File: config.mk
export PLATFORM = sky130hd
export DESIGN_NAME = branch_predict_resolve
export DESIGN_NICKNAME = d
export VERILOG_FILES = /design/src/rtl/branch_predict_resolve.sv
export SDC_FILE = /design/constraint.sdc
export NUM_CORES = 1
export LEC_CHECK = 0
export BUFFER_PORTS_ARGS = -buffer_cell sky130_fd_sc_hd__buf_2
export CELL_PAD_IN_SITES_DETAIL_PLACEMENT = 2
export CELL_PAD_IN_SITES_GLOBAL_PLACEMENT = 2
export CORE_MARGIN = 5
export CORE_UTILIZATION = 32
export CTS_BUF_LIST = sky130_fd_sc_hd__clkbuf_8
export DETAILED_ROUTE_END_ITERATION = 12
export PLACE_DENSITY = 0.87
export SETUP_SLACK_MARGIN = 0.05
export SLEW_MARGIN = 40
export SYNTH_ARGS = -nofsm -noshare
export SYNTH_HDL_FRONTEND = slang
export SYNTH_SLANG_ARGS = --single-unit
File: constraint.sdc
create_clock -name clk -period 4.9 [get_ports clk]
set_input_delay 0.49 -clock clk [delete_from_list [all_inputs] [get_ports clk]]
set_output_delay 0.49 -clock clk [all_outputs]
set_load 0.01 [all_outputs]
File: src/rtl/branch_predict_resolve.sv
// Branch predictor with EX-stage resolution: 2-bit saturating counters indexed by PC,
// combinational misprediction flush/redirect, and resolved/mispredicted branch statistics.
module branch_predict_resolve #(
    parameter int         INDEX_W  = 4,
    parameter logic [1:0] CNT_INIT = 2'b01
) (
    input  logic        clk,
    input  logic        rst,
    input  logic        branch_ID,
    input  logic [31:0] pc_ID,
    input  logic [31:0] imm_data_ID,
    output logic        BP_ID,
    output logic [31:0] pred_target_ID,
    input  logic        branch_EX,
    input  logic        BP_EX,
    input  logic [31:0] pc_EX,
    input  logic [31:0] imm_data_EX,
    input  logic [2:0]  fun3_EX,
    input  logic [31:0] opA_EX,
    input  logic [31:0] opB_EX,
    output logic        flush,
    output logic [31:0] redirect_pc,
    output logic [31:0] branch_cnt,
    output logic [31:0] mispred_cnt
);

    localparam int ENTRIES = 1 << INDEX_W;

    function automatic logic [1:0] sat_inc2(input logic [1:0] c);
        return (c == 2'b11) ? c : c + 2'b01;
    endfunction

    function automatic logic [1:0] sat_dec2(input logic [1:0] c);
        return (c == 2'b00) ? c : c - 2'b01;
    endfunction

    function automatic logic [31:0] sat_inc32(input logic [31:0] c);
        return (c == 32'hFFFF_FFFF) ? c : c + 32'd1;
    endfunction

    logic [1:0]         table_q [ENTRIES];
    logic [1:0]         table_d [ENTRIES];
    logic [31:0]        branch_cnt_q, branch_cnt_d;
    logic [31:0]        mispred_cnt_q, mispred_cnt_d;
    logic [INDEX_W-1:0] idx_id, idx_ex;
    logic signed [31:0] opa_s, opb_s;
    logic               taken_ex;

    assign idx_id = pc_ID[INDEX_W+1:2];
    assign idx_ex = pc_EX[INDEX_W+1:2];

    // Lookup reads the registered table only, so a same-cycle update is not visible here.
    always_comb begin
        BP_ID          = branch_ID & table_q[idx_id][1];
        pred_target_ID = BP_ID ? (pc_ID + imm_data_ID) : (pc_ID + 32'd4);
    end

    always_comb begin
        opa_s    = opA_EX;
        opb_s    = opB_EX;
        taken_ex = 1'b0;
        case (fun3_EX)
            3'b000:  taken_ex = (opA_EX == opB_EX);
            3'b001:  taken_ex = (opA_EX != opB_EX);
            3'b100:  taken_ex = (opa_s < opb_s);
            3'b101:  taken_ex = (opa_s >= opb_s);
            3'b110:  taken_ex = (opA_EX < opB_EX);
            3'b111:  taken_ex = (opA_EX >= opB_EX);
            default: taken_ex = 1'b0;
        endcase
    end

    always_comb begin
        flush       = branch_EX & (taken_ex != BP_EX);
        redirect_pc = taken_ex ? (pc_EX + imm_data_EX) : (pc_EX + 32'd4);
    end

    always_comb begin
        for (int i = 0; i < ENTRIES; i++) begin
            table_d[i] = table_q[i];
        end
        branch_cnt_d  = branch_cnt_q;
        mispred_cnt_d = mispred_cnt_q;
        if (branch_EX) begin
            table_d[idx_ex] = taken_ex ? sat_inc2(table_q[idx_ex]) : sat_dec2(table_q[idx_ex]);
            branch_cnt_d    = sat_inc32(branch_cnt_q);
        end
        if (flush) begin
            mispred_cnt_d = sat_inc32(mispred_cnt_q);
        end
    end

    always_ff @(posedge clk) begin
        if (!rst) begin
            for (int i = 0; i < ENTRIES; i++) begin
                table_q[i] <= CNT_INIT;
            end
            branch_cnt_q  <= 32'd0;
            mispred_cnt_q <= 32'd0;
        end else begin
            for (int i = 0; i < ENTRIES; i++) begin
                table_q[i] <= table_d[i];
            end
            branch_cnt_q  <= branch_cnt_d;
            mispred_cnt_q <= mispred_cnt_d;
        end
    end

    assign branch_cnt  = branch_cnt_q;
    assign mispred_cnt = mispred_cnt_q;

endmodule
# After elaboration in Yosys (flattened, before gate mapping)

Memory sizes are Yosys's and may differ from the RTL's.
Index checks and enable logic that the tools add are counted.
W data, S select, Z words.

Order comparisons: 6
Bitwise operators: 21
Reduce and logical (&&, ||, !) cells: 5
Mux-type cells: 28
Equal/unequal tests: 11
Add/sub/neg operators: 8

Operators with widths:

| kind                    | count |
|---|---|
| $mux W32                | 3 |
| $add A32 B1 Y32 const B | 2 |
| $add A32 B3 Y32 const B | 2 |
| $add A32 B32 Y32        | 2 |
| $eq A32 B32 Y1 const B  | 2 |
| $ge A32 B32 Y1          | 2 |
| $lt A32 B32 Y1          | 2 |
| $mux W2                 | 20 |
| $bwmux W32              | 1 |
| $eq A32 B32 Y1          | 1 |
| $ne A32 B32 Y1          | 1 |
| $or A1 B1 Y1            | 16 |
| $eq A3 B3 Y1 const B    | 4 |
| $demux W2 S4            | 1 |
| $pmux W1 S6             | 1 |
| $ge A5 B5 Y1 const B    | 1 |
| $lt A5 B1 Y1 const B    | 1 |
| $not A4 Y5              | 1 |
| $reduce_and A2 Y1       | 2 |
| $eq A3 B1 Y1 const B    | 1 |
| $logic_not A3 Y1        | 1 |
| $add A2 B1 Y2 const B   | 1 |
| $and A1 B1 Y1           | 2 |
| $eq A2 B2 Y1 const B    | 1 |
| 6 further kinds         | 8 |

Logic and storage cells: 82
Flip-flop bits (word level): 64
Memories: 1
Bits in writable memories: 32
Input port bits: 200

Memory list:

| name    | depth | width | rd ports | clocked after Yosys merged registers in | wr ports | RTL line | source |
|---|---|---|---|---|---|---|---|
| table_q | 16    | 2     | 18       | 0                                       | 16       | 41       | `logic [1:0] table_q [ENTRIES];` |

# Longest topological paths before layout

Gate-level depths: netlist of the first run.

Word-level depth: 8
Depth in mapped cells: 13
Mapped depth without buffers: 13

# Worst setup path before layout of the first run

OpenSTA, ideal clock, no wires.

Path kind: input to output
Start point: in opB_EX[31]
End point: out redirect_pc[31]
Data arrival time: 2.956 ns
Data required time: 4.410 ns
Slack: 1.454 ns
Cell stages on the path: 13
Buffers on the path: 2
Path through: inv_1 -> ha_1 -> nand4_1 -> nor4_2 -> nand3_1 -> mux2i_1 -> a32oi_1 -> o21ai_1 -> nor2_4 -> buf_2 -> buf_2 -> a21oi_1 -> xnor2_1

Word-level cells in the longest chain between the ends: 3
Elaborated cells on any way between the ends: 8
Those cells by class: 4 x order compare; 2 x eq/ne; 2 x mux

RTL lines:

| element                                | RTL line | source |
|---|---|---|
| from (decl)                            | 20       | `input logic [31:0] opB_EX,` |
| $ge A32 B32 Y1 (tied with other cells) | 68       | `3'b111: taken_ex = (opA_EX >= opB_EX);` |
| $pmux W1 S6 *                          | 62       | `case (fun3_EX)` |
| $mux W32 *                             | 75       | `redirect_pc = taken_ex ? (pc_EX + imm_data_EX) : (pc_EX + 32'd4);` |
| to (decl)                              | 22       | `output logic [31:0] redirect_pc,` |

Every way passes the cells marked *; elsewhere a longest branch is shown, timed or not.

# Worst setup path in the final report of the first run

Start point: in pc_EX[0]
End point: out redirect_pc[28]

Word-level cells in the longest chain between the ends: 2
Elaborated cells on any way between the ends: 3
Those cells by class: 2 x add/sub; 1 x mux

RTL lines:

| element                                                    | RTL line | source |
|---|---|---|
| from (decl)                                                | 16       | `input logic [31:0] pc_EX,` |
| $add A32 B3 Y32 / $add A32 B32 Y32 (equally long branches) | 75       |  |
| $mux W32 *                                                 | 75       |  |

Marks and branches as above.

==> results.yml, run 1 <==
critical_path:
  path_max_fanout: 5
  cp-end-kind: "output port"
  cp_slowest_stage_delay_ns: 0.52
  cp_data_arrival_time_ns: 3.99
  critical_path_class: "primary input to output port"
  crit_chain: "buf_2 > ha_1 > inv_1 > fa_1 > nand2b_1 > a21oi_1 > o31ai_1 > a31oi_1 > a22oi_1 > o211a_1 > o31ai_1 > a21oi_1 > xor2_1 > mux2i_1 > buf_2"
  worstPathRequired_ns: 4.41
  start_kind: "primary input"
  crit_slowest_cell: "a31oi_1"
synthesis:
  synth_seq_area_share_pct: 18.5
  synth_enable_flop_cells: 0
  ys_top_cells_by_count: "174 x nand2_1, 101 x ha_1, 97 x nand3_1"
  syn_inst: 1365
  synth_top_cell_by_area: "dfxtp_1"
  ys_types: 74
  yosys_warnings: 0
  yosysMostFrequentCell: "nand2_1"
  syn_avg_cell_area_um2: 7.61
  synth-seq-cells: 96
  synthFlopType: "dfxtp_1"
  postSynth.asyncResetShare_pct: 0
  synth_nets: 1668
  synth_area_leaders: "dfxtp_1 18%, ha_1 12%, xnor2_1 6.9%"
  netlist_area_um2: 10400
  synth_top_area_share_pct: 18.5
finish:
  nets: 1964
  drive_gt1_share_pct: 23.2
  multi_input_area_um2: 8050
  fill_cells: 3824
  seqCellArea_um2: 1920
  syn2layout_area_growth_pct: 22.1
clocking:
  clk_pin_slew_ns: 0.09
  clock_latency_ns: 0.39
  cts_setup_buffers: 0
  cts-htree-levels: 3
  ctsResizeCount: 0
  cts_tree: "yes"
  clockBufferDepth: 2
  cts_hold_buf: 0
  cts_buffers: 9
  cts_root_buf: "clkbuf_8"
  cts.sinks: 96
drt:
  maxUsedRoutingLayer: "met5"
  met2_length_um: 20500
  wl_per_cell_um: 19.2
  wirelength_um: 40500
  vias: 11300
  drt_iter0_drc: 332
  final_antenna_net_count: 0
  drcViolationCount: 0
  first_pass_iters: 4
  wl_met3_um: 2010
  met1_length_um: 17400
  vias_per_cell: 5.36
floorplan:
  initial_core_util_pct: 32.2
  core_um2: 32300
  dieHeight_um: 190
  die_w_um: 190
  io_pins: 330
  rows: 66
  dieArea_um2: 36200
sta:
  finalSetupTns_ns: 0
  skew_ns: 0.0139
  rsz0062_at_grt: "false"
  fin_ws_ns: 0.421
  hold_viol_final: 0
  slew_violations: 0
  period_share_pct: 91.4
  setup_viol: 0
  slew-limit-headroom_pct: 47.7
  tightest_slew_ns: 0.784
  min_period_ns: 4.48
  fmax_mhz: 223
placed_design:
  io_buffers: 329
  dp_hpwl_um: 33600
  gp_congestion: 0.838
  detailedPlace.worstSlack_ns: 0.380
global_route:
  antenna_found_initial: 8
  grt_max_degree: 82
  track_usage_pct: 21.3
  grt_pass1_wl_um: 63800
  grt-ovfl-total: 0
  grt_pass1_vias: 12300
pwr:
  leakage_uw: 0.00601
  ir_drop_mv: 0.139
  powerDensity_nw_per_um2: 186
hold_path:
  hold_class: "flop to flop"
status:
  status: "finished clean"
job:
  cap_violations: 0
## worst paths after layout
kind	start	to	slack, ns	depth (start not counted)
worst min register to register	table_q[13][0]	table_q[13][0]	0.48	2
worst max-delay path	pc_EX[0]	redirect_pc[28]	0.42	15
worst min-delay path	table_q[13][0]	table_q[13][0]	0.48	2
worst max register to register	mispred_cnt[8]	mispred_cnt[11]	1.86	10
## per-layer routing
layer	up-vias	GRT usage [%]
li1	5463	-
met1	5526	25.5
met2	253	39.6
met3	46	3.80
met4	12	4.59
met5	-	0
## critical path: cells and delay by family
family,cells,cell delay (ns)
simple gates,1,0.20
buf+inv,3,0.33
fa+ha+maj,2,0.58
mux,1,0.20
compound gates,7,2.02
xor+xnor,1,0.17
## area by class of cell
| class | instances | area share, % |
|---|---|---|
| tap | 442 | 4.36 |
| sequential | 96 | 15.1 |
| clock inverter | 6 | 0.661 |
| timing repair buffer | 335 | 13.5 |
| multi-input combinational | 1160 | 63.4 |
| inverter | 59 | 1.75 |
| antenna | 2 | 0.0394 |
| clock buffer | 10 | 1.08 |
## report_power, final
group,internal [uW],switching [uW]
Clock,300,310
Sequential,788,8.10
Combinational,402,556
## sequential cells by signal, summed over array words and instances, names as in the netlist
name / cells
table_q: 32
branch_cnt: 32
mispred_cnt: 32
## cells in the final DEF, fill, tap and decap left out, drive strengths merged, types with 6 or more instances in the layout
master / netlist / final
nand4: 39 / 39
a21o: 32 / 32
inv: 59 / 62
a21boi: 6 / 6
and3: 23 / 23
nor4: 10 / 10
mux4: 15 / 15
a31oi: 8 / 8
o31ai: 8 / 8
nand2: 174 / 174
or3: 7 / 7
clkbuf: 37 / 10
nand3: 97 / 97
and2: 33 / 33
mux2i: 48 / 48
a21oi: 88 / 88
dfxtp: 96 / 96
ha: 101 / 101
a211oi: 12 / 12
buf: 13 / 335
nor2: 85 / 85
nor2b: 13 / 13
o21a: 14 / 14
and4: 14 / 14
xor2: 52 / 52
nor3: 15 / 15
xnor2: 82 / 82
nand2b: 41 / 41
o21ai: 78 / 78
## per-stage QoR
stage / total power [uW] / utilization (%) / instances / area (um^2) / hold slack [ns]
detailed placement: 1770 / 38.6 / 2092 / 12500 / 0.464
global route: 2510 / 39.3 / 2109 / 12700 / 0.509
CTS: 2390 / 39.3 / 2108 / 12700 / 0.481
floorplan: 1410 / - / 1365 / 10400 / 0.435
global placement: 1730 / 38.6 / 2092 / 12500 / 0.446
finish: 2360 / 39.3 / 2110 / 12700 / 0.479
## logic make-up after synthesis
kind of cell,Yosys count,synth area share (%)
AND/OR/NAND/NOR,570,27.8
AO/OA/AOI/OAI,283,16.9
XOR/XNOR,134,11.4
buffers and inverters,109,4.11
adder cells (fa/ha/maj),105,12.7
flip-flops,96,18.5
multiplexers,68,8.49
(Power assumes the default switching activity.)
==> run 2, diff against run 1 <==
GPL_TIMING_DRIVEN = 0   (was not set)
==> run 2 against run 1 <==
Compared with the run above: register-to-register slack got worse by 0.10 ns; count of clock-buffer cells in the layout fell by 1; critical path depth did not move; die area did not move; fmax fell by 1.0%; critical path type unchanged; critical endpoint is now redirect_pc[5]; largest cell class unchanged.
==> results.yml, run 2 (synthesis gave the netlist of run 1 again) <==
finish:
  syn2layout_area_growth_pct: 23.0
  final_common_cell: "buf_2"
  final_cell_mix: "336 x buf_2, 174 x nand2_1, 101 x ha_1"
  drive_gt1_share_pct: 22.8
  fill_cells: 3880
  nets: 2007
global_route:
  grt_max_degree: 16
  grt_pass1_wl_um: 68800
  grt-ovfl-total: 0
  grt_pass1_vias: 13000
  antenna_found_initial: 4
  track_usage_pct: 23.1
critical_path:
  cp_data_arrival_time_ns: 4.04
  crit_slowest_cell: "clkbuf_1"
  crit_buf_inv: 5
  cp_top_family: "simple AND/OR/NAND/NOR gates"
  path_max_fanout: 10
  worstPathRequired_ns: 4.41
  start_kind: "primary input"
  cp_slowest_stage_delay_ns: 0.57
  path_common_cell: "buf_2"
  crit_chain: "buf_2 > inv_1 > ha_1 > nand4_1 > nor4_2 > nand3_1 > mux2i_1 > a32oi_1 > o21ai_2 > nor2_4 > buf_2 > clkbuf_1 > nor2_1 > a21oi_1 > buf_2"
  critical_path_class: "primary input to output port"
  cp-end-kind: "output port"
sta:
  slew_violations: 0
  period_share_pct: 92.4
  setup_viol: 0
  rsz0062_at_grt: "false"
  skew_ns: 0.0172
  min_period_ns: 4.53
  finalSetupTns_ns: 0
  fmax_mhz: 221
  slew-limit-headroom_pct: 46.2
  hold_viol_final: 0
  fin_ws_ns: 0.374
  tightest_slew_ns: 0.799
clocking:
  clk_pin_slew_ns: 0.09
  cts.sinks: 96
  cts_setup_buffers: 0
  clock_latency_ns: 0.40
  clockBufferDepth: 2
  cts-htree-levels: 3
  ctsResizeCount: 0
  cts_hold_buf: 0
  cts_tree: "yes"
  cts_buffers: 9
  cts_root_buf: "clkbuf_8"
drt:
  met2_length_um: 22400
  vias_per_cell: 5.38
  wl_met3_um: 1920
  wl_per_cell_um: 20.3
  met1_length_um: 18900
  first_pass_iters: 5
  final_antenna_net_count: 0
  wirelength_um: 43800
  drcViolationCount: 0
  vias: 11600
  drt_iter0_drc: 398
  maxUsedRoutingLayer: "met5"
placed_design:
  io_buffers: 328
  gp_congestion: 0.889
  detailedPlace.worstSlack_ns: 0.364
  dp_hpwl_um: 35600
floorplan:
  dieArea_um2: 36200
  core_um2: 32300
  rows: 66
  initial_core_util_pct: 32.2
  die_w_um: 190
  dieHeight_um: 190
  io_pins: 330
pwr:
  powerDensity_nw_per_um2: 182
  leakage_uw: 0.00604
  ir_drop_mv: 0.147
job:
  cap_violations: 0
status:
  status: "finished clean"
hold_path:
  hold_class: "flop to flop"
-- run 2: area by class of cell --
type	instances	area [um^2]	share of cell area, %
Buffer	50	205	1.61
Multi-Input combinational cell	1160	8040	62.9
Timing Repair Buffer	328	1640	12.8
Sequential cell	96	1920	15.0
Clock buffer	9	124	0.969
Antenna cell	3	7.51	0.0587
Inverter	59	221	1.73
Tap cell	442	553	4.33
Clock inverter	7	63.8	0.499
-- run 2: layer usage --
layer	track usage, %	vias up
li1	-	5555
met1	27.4	5724
met2	43.8	272
met3	3.78	43
met4	4.53	4
met5	0	-
-- run 2: worst paths after layout --
path	slack [ns]	to	cells past startpoint	from
max reg2reg	1.76	mispred_cnt[27]	11	mispred_cnt[8]
min	0.48	table_q[10][0]	2	table_q[10][0]
max	0.37	redirect_pc[5]	15	opB_EX[31]
min reg2reg	0.48	table_q[10][0]	2	table_q[10][0]
-- run 2: metrics by stage --
stage / total power [uW] / instances / util (%) / area, um^2 / hold slack (ns)
after floorplan: 1410 / 1365 / - / 10400 / 0.435
after global placement: 1750 / 2135 / 39.0 / 12600 / 0.451
after detailed placement: 1790 / 2135 / 39.0 / 12600 / 0.468
after CTS: 2330 / 2151 / 39.6 / 12800 / 0.486
after global routing: 2470 / 2152 / 39.6 / 12800 / 0.512
final: 2320 / 2154 / 39.6 / 12800 / 0.482
-- run 2: where the power goes --
group	internal, uW	leakage (uW)	total, uW	switching [uW]
combinational	399	0.00516	976	577
clock	233	0.000102	552	319
sequential	788	0.000775	796	8.66
total	1420	0.00604	2320	904
-- run 2: worst min-delay path: stages (launching register included) --
cell and delay (ns):
dfxtp_1 0.32, nand2_1 0.05, nand3_1 0.06
